**config.mk**
```make
export PLATFORM = sky130hd
export DESIGN_NAME = uart_rx_ctrl
export DESIGN_NICKNAME = d
export VERILOG_FILES = /design/src/rtl/uart_pkg.sv /design/src/rtl/uart_baud_tick.sv /design/src/rtl/uart_rx_ctrl.sv
export SDC_FILE = /design/constraint.sdc
export NUM_CORES = 1
export LEC_CHECK = 0
export CORE_MARGIN = 1.5
export CORE_UTILIZATION = 40
export DETAILED_ROUTE_END_ITERATION = 16
export GPL_TIMING_DRIVEN = 0
export PLACE_DENSITY = 0.65
export SYNTH_ARGS = -nofsm -noshare
export SYNTH_HDL_FRONTEND = slang
export SYNTH_SLANG_ARGS = --single-unit
```
**constraint.sdc**
```tcl
create_clock -name clk -period 11 [get_ports clk]
set_input_delay 2.2 -clock clk [delete_from_list [all_inputs] [get_ports clk]]
set_output_delay 2.2 -clock clk [all_outputs]
set_load 0.05 [all_outputs]
```
**src/rtl/uart_pkg.sv**
```systemverilog
// rtl/uart_pkg.sv - shared types and framing constants for the UART receive path
package uart_pkg;

    typedef enum logic [2:0] {
        IDLE    = 3'd0,
        START   = 3'd1,
        DATA    = 3'd2,
        STOP    = 3'd3,
        WAIT_HI = 3'd4
    } rx_state_t;

    localparam int OVS         = 16;
    localparam int MID_SAMPLE  = 7;
    localparam int LAST_SAMPLE = 15;
    localparam int DATA_BITS   = 8;

endpackage

```
**src/rtl/uart_baud_tick.sv**
```systemverilog
// rtl/uart_baud_tick.sv - 16x oversample tick generator from clk and a runtime divisor
module uart_baud_tick #(
    parameter int DIV_W = 16
) (
    input  logic             clk,
    input  logic             rst_n,
    input  logic             en,
    input  logic [DIV_W-1:0] baud_div,
    output logic             tick
);

    logic [DIV_W-1:0] cnt;
    logic [DIV_W-1:0] div_q;
    logic [DIV_W-1:0] div_in;
    logic [DIV_W-1:0] cur_max;

    assign div_in = (baud_div == '0) ? DIV_W'(1) : baud_div;

    // The divisor is sampled live only at the start of a period, so a change lands at the next wrap.
    assign cur_max = (cnt == '0) ? div_in : div_q;
    assign tick    = en && (cnt == cur_max - DIV_W'(1));

    always_ff @(posedge clk or negedge rst_n) begin
        if (!rst_n) begin
            cnt   <= '0;
            div_q <= DIV_W'(1);
        end else if (!en) begin
            cnt <= '0;
        end else begin
            if (cnt == '0) begin
                div_q <= div_in;
            end
            cnt <= tick ? '0 : cnt + DIV_W'(1);
        end
    end

endmodule

```
**src/rtl/uart_rx_ctrl.sv**
```systemverilog
// rtl/uart_rx_ctrl.sv - UART receive sequencer: rx sync, 8N1 framing, show-ahead byte FIFO
module uart_rx_ctrl
    import uart_pkg::*;
#(
    parameter int DIV_W      = 16,
    parameter int FIFO_DEPTH = 4
) (
    input  logic                          clk,
    input  logic                          rst_n,
    input  logic                          en,
    input  logic [DIV_W-1:0]              baud_div,
    input  logic                          rx,
    output logic [7:0]                    dout,
    output logic                          dout_valid,
    input  logic                          dout_ready,
    output logic [$clog2(FIFO_DEPTH):0]   fifo_count,
    output logic                          busy,
    output logic                          frame_err,
    output logic                          overrun
);

    localparam int AW = $clog2(FIFO_DEPTH);
    localparam int CW = AW + 1;

    logic            rx_meta;
    logic            rx_s;
    logic            tick;
    rx_state_t       state;
    logic [3:0]      cnt;
    logic [2:0]      bit_idx;
    logic [7:0]      shreg;
    logic            push_req;
    logic [7:0]      push_data;

    logic [7:0]      mem [FIFO_DEPTH];
    logic [AW-1:0]   wr_ptr;
    logic [AW-1:0]   rd_ptr;
    logic            full;
    logic            pop;
    logic            do_push;

    always_ff @(posedge clk or negedge rst_n) begin
        if (!rst_n) begin
            rx_meta <= 1'b1;
            rx_s    <= 1'b1;
        end else begin
            rx_meta <= rx;
            rx_s    <= rx_meta;
        end
    end

    uart_baud_tick #(
        .DIV_W (DIV_W)
    ) u_baud_tick (
        .clk      (clk),
        .rst_n    (rst_n),
        .en       (en),
        .baud_div (baud_div),
        .tick     (tick)
    );

    always_ff @(posedge clk or negedge rst_n) begin
        if (!rst_n) begin
            state     <= IDLE;
            cnt       <= '0;
            bit_idx   <= '0;
            shreg     <= '0;
            push_req  <= 1'b0;
            push_data <= '0;
            frame_err <= 1'b0;
        end else begin
            push_req  <= 1'b0;
            frame_err <= 1'b0;
            if (!en) begin
                state   <= IDLE;
                cnt     <= '0;
                bit_idx <= '0;
            end else if (tick) begin
                case (state)
                    IDLE: begin
                        if (!rx_s) begin
                            state <= START;
                            cnt   <= '0;
                        end
                    end
                    START: begin
                        if (cnt == 4'(MID_SAMPLE)) begin
                            // A start bit that is gone by mid-bit is treated as line noise.
                            if (!rx_s) begin
                                state   <= DATA;
                                cnt     <= '0;
                                bit_idx <= '0;
                            end else begin
                                state <= IDLE;
                            end
                        end else begin
                            cnt <= cnt + 4'd1;
                        end
                    end
                    DATA: begin
                        if (cnt == 4'(LAST_SAMPLE)) begin
                            shreg <= {rx_s, shreg[7:1]};
                            cnt   <= '0;
                            if (bit_idx == 3'(DATA_BITS - 1)) begin
                                state <= STOP;
                            end else begin
                                bit_idx <= bit_idx + 3'd1;
                            end
                        end else begin
                            cnt <= cnt + 4'd1;
                        end
                    end
                    STOP: begin
                        if (cnt == 4'(LAST_SAMPLE)) begin
                            cnt <= '0;
                            if (rx_s) begin
                                push_req  <= 1'b1;
                                push_data <= shreg;
                                state     <= IDLE;
                            end else begin
                                frame_err <= 1'b1;
                                state     <= WAIT_HI;
                            end
                        end else begin
                            cnt <= cnt + 4'd1;
                        end
                    end
                    WAIT_HI: begin
                        if (rx_s) begin
                            state <= IDLE;
                        end
                    end
                    default: state <= IDLE;
                endcase
            end
        end
    end

    assign busy       = (state != IDLE);
    assign dout_valid = (fifo_count != '0);
    assign dout       = mem[rd_ptr];
    assign full       = (fifo_count == CW'(FIFO_DEPTH));
    assign pop        = dout_valid && dout_ready;

    // A simultaneous pop frees the slot, so a push into a full queue is still accepted.
    assign do_push    = push_req && (!full || pop);

    always_ff @(posedge clk or negedge rst_n) begin
        if (!rst_n) begin
            for (int i = 0; i < FIFO_DEPTH; i++) begin
                mem[i] <= '0;
            end
            wr_ptr     <= '0;
            rd_ptr     <= '0;
            fifo_count <= '0;
            overrun    <= 1'b0;
        end else begin
            overrun <= push_req && full && !pop;
            if (do_push) begin
                mem[wr_ptr] <= push_data;
                wr_ptr      <= wr_ptr + AW'(1);
            end
            if (pop) begin
                rd_ptr <= rd_ptr + AW'(1);
            end
            if (do_push && !pop) begin
                fifo_count <= fifo_count + CW'(1);
            end else if (pop && !do_push) begin
                fifo_count <= fifo_count - CW'(1);
            end
        end
    end

endmodule

```
==> results.txt <==
period utilization -> 63.1%
PostCTS Resize Cnt -> 0
Worst setup EP type -> register
most frequent cells in the layout -> 99 x dfrtp_1, 60 x mux2_2, 40 x nor2_1, 35 x nand2_1, 29 x clkdlybuf4s50_1
Slew Viols, Final -> 0
Leakage -> 2.97 nW
Arr. time, crit path -> 7.18 ns
Clk Latency, worst-skew pair -> 0.35 ns
Sinks on Clock Net -> 102
initial core utilization -> 40.7%
worst slack, placed -> 3.72 ns
via count -> 4,383
min-delay worst type -> register to register
worst-margin pin slew -> 0.889 ns
EDFF count, synth -> 0
fillers -> 1,336
largest net degree at the start of global routing -> 55
TNS Setup -> 0 ns
Yosys cell types -> 65
final worst slack -> 4.06 ns
first-pass GRT wire length -> 22.2 mm
antenna diode count -> 0
Clock Skew -> 0.00866 ns
Hold Path Sink -> rx_s
Avg Cell Area, Syn -> 10.9 um2
commonest non-fill, non-tap cell in the layout -> dfrtp_1
share of flip-flops with an asynchronous set or reset -> 100%
drt wl/cell -> 16.6 um
Vias/cell -> 5.69
clock slew at reported path FFs -> 0.07 ns
#FFs+latches synth -> 102
Layout area overhead -> 15.0%
hold slack -> 0.359 ns
# rows -> 44
CP required -> 11.24 ns
Mapped Nets -> 572
hold depth -> 0
drt initial violations -> 300
remaining routing DRC violations -> 0
fin area -> 6770 um2
Num CTS Buffers -> 9
area of the mapped netlist -> 5890 um2
r2r startpoint -> u_baud_tick.cnt[5]
fin nets -> 614
maximum vdd drop -> 70.1 uV
die span in x -> 124 um
post-CTS setup buffer count -> 0
root buffer cell -> clkbuf_16
reg2reg path depth -> 16
Worst R2R Setup Slack -> 5.51 ns
core area -> 14,500 um2
CP Launch Type -> input port
initial antenna violation count -> 0
WS Path Type -> input port to register
Slew HR -> 40.2%
DRT antenna net count -> 0
final core occ -> 46.8%
layout cells sized above 1 -> 21.7%
cells after synthesis -> 539
vias in the first global route -> 4,453
Crit Path Max Fanout -> 8
Die H -> 124 um
status -> finished, final reports clean
Post-CTS Hold Fix Bufs -> 0
DRT Wirelength -> 12.8 mm
gpl congestion -> 0.919
IO Port Bufs -> 30
Top FF cell, synth -> dfrtp_1
Seq/Total Area, Yosys -> 43.4%
number of setup violations in the final report -> 0
gr usage total -> 17.4%
number of detailed-route iterations in the first pass -> 4
total number of yosys warnings -> 0
reg2reg end -> bit_idx[2]
crit path time final -> 6.94 ns
IO Count -> 36
clk buf depth -> 2
Hold Crit Start -> rx_meta
pwr/cell area -> 136 nW/um2
final-report hold violation count -> 0
Max Cap Viol -> 0
HPWL after DPL -> 9.38 mm
placed inst area -> 6440 um2
RSZ-0062 raised after global routing -> false
Max Freq -> 0.144 GHz
die area -> 15,500 um2
CTS H-tree depth -> 3
GRT overflow -> 0
CTS tree -> done
-- metrics by stage --
step / power (mW) / std cells
2_1_floorplan: 0.531 / 539
3_3_place_gp: 0.575 / 753
3_5_place_dp: 0.582 / 754
4_1_cts: 0.932 / 770
5_1_grt: 0.969 / 770
6_report: 0.921 / 770
-- how the worst max path moves through the flow --
stage	startpoint	endpoint	slack [ns]	depth (start not counted)
final	baud_div[5]	shreg[3]	4.06	16
after global routing	baud_div[5]	bit_idx[2]	3.81	17
after CTS	baud_div[5]	shreg[3]	4.09	16
after detailed placement	baud_div[5]	shreg[3]	3.72	16
after global placement	baud_div[5]	shreg[2]	3.80	16
after floorplan	baud_div[4]	shreg[0]	4.67	16
-- critical path: stages --
cell             delay [ns]
clkdlybuf4s50_1        0.52
or4_4                  0.55
buf_6                  0.15
o41ai_1                0.46
mux2_2                 0.29
inv_1                  0.05
ha_1                   0.24
and4_1                 0.21
or4_1                  0.42
o211ai_1               0.15
nand3b_1               0.11
or4_4                  0.42
or4_4                  0.54
or3b_1                 0.41
buf_6                  0.16
mux2_4                 0.30
-- power breakdown --
| part | internal (mW) | leakage (nW) | switching, mW |
|---|---|---|---|
| Combinational | 0.0703 | 1.44 | 0.0917 |
| Clock | 0.190 | 0.160 | 0.155 |
| Sequential | 0.393 | 1.37 | 0.0227 |
| Total | 0.652 | 2.97 | 0.269 |
-- flip-flops by register name, summed over array words and instances (netlist names), 4 cells and up --
register	cells
cnt	4
mem	32
u_baud_tick.div_q	16
push_data	8
u_baud_tick.cnt	16
shreg	8
-- kinds of logic after synthesis --
family                     Yosys count  synth area share [%]
AOI/OAI and AO/OA                   67                  8.46
DFF                                102                  43.4
buffers and inverters               42                  3.23
and+or+nand+nor                    185                  17.2
muxes                               90                  19.0
adders and majority gates           12                  2.68
xor gates and xnor gates            41                  6.10
-- final cells by class --
class / instances / area (um2) / share of cell area [%]
Multi-Input combinational cell: 395 / 3140 / 46.4
Sequential cell: 102 / 2560 / 37.8
Inverter: 15 / 56.3 / 0.832
Clock inverter: 6 / 86.3 / 1.28
Tap cell: 184 / 230 / 3.40
Timing Repair Buffer: 31 / 325 / 4.81
Buffer: 27 / 134 / 1.98
Clock buffer: 10 / 239 / 3.53
-- Yosys cell counts (6+ instances only) --
| master | count | area share, % |
|---|---|---|
| a21oi_1 | 11 | 0.93 |
| and2_1 | 6 | 0.64 |
| and4_1 | 6 | 0.89 |
| clkbuf_1 | 16 | 1.0 |
| dfrtp_1 | 99 | 42 |
| ha_1 | 11 | 2.3 |
| inv_1 | 15 | 0.96 |
| mux2_2 | 60 | 11 |
| mux2_4 | 8 | 2.0 |
| mux2i_1 | 14 | 2.4 |
| mux4_2 | 8 | 3.1 |
| nand2_1 | 35 | 2.2 |
| nand2b_1 | 6 | 0.64 |
| nand3_1 | 16 | 1.4 |
| nand4_1 | 10 | 1.1 |
| nor2_1 | 40 | 2.5 |
| nor2b_1 | 6 | 0.64 |
| nor3_1 | 12 | 1.0 |
| nor4_1 | 10 | 1.1 |
| o21ai_0 | 10 | 0.85 |
| or3_1 | 7 | 0.74 |
| xnor2_1 | 20 | 3.0 |
| xor2_1 | 21 | 3.1 |
-- per-layer routing --
| layer | wire length (um) | GRT usage (%) | share of wire [%] | vias up |
|---|---|---|---|---|
| met4 | 145 | 5.27 | 1.1 | 0 |
| li1 | - | - | - | 2059 |
| met5 | 0 | 0 | 0 | - |
| met2 | 6410 | 29.4 | 50 | 97 |
| met3 | 548 | 4.08 | 4.3 | 16 |
| met1 | 5650 | 22.1 | 44 | 2211 |
Note: power is estimated with default switching activity, not from simulation.
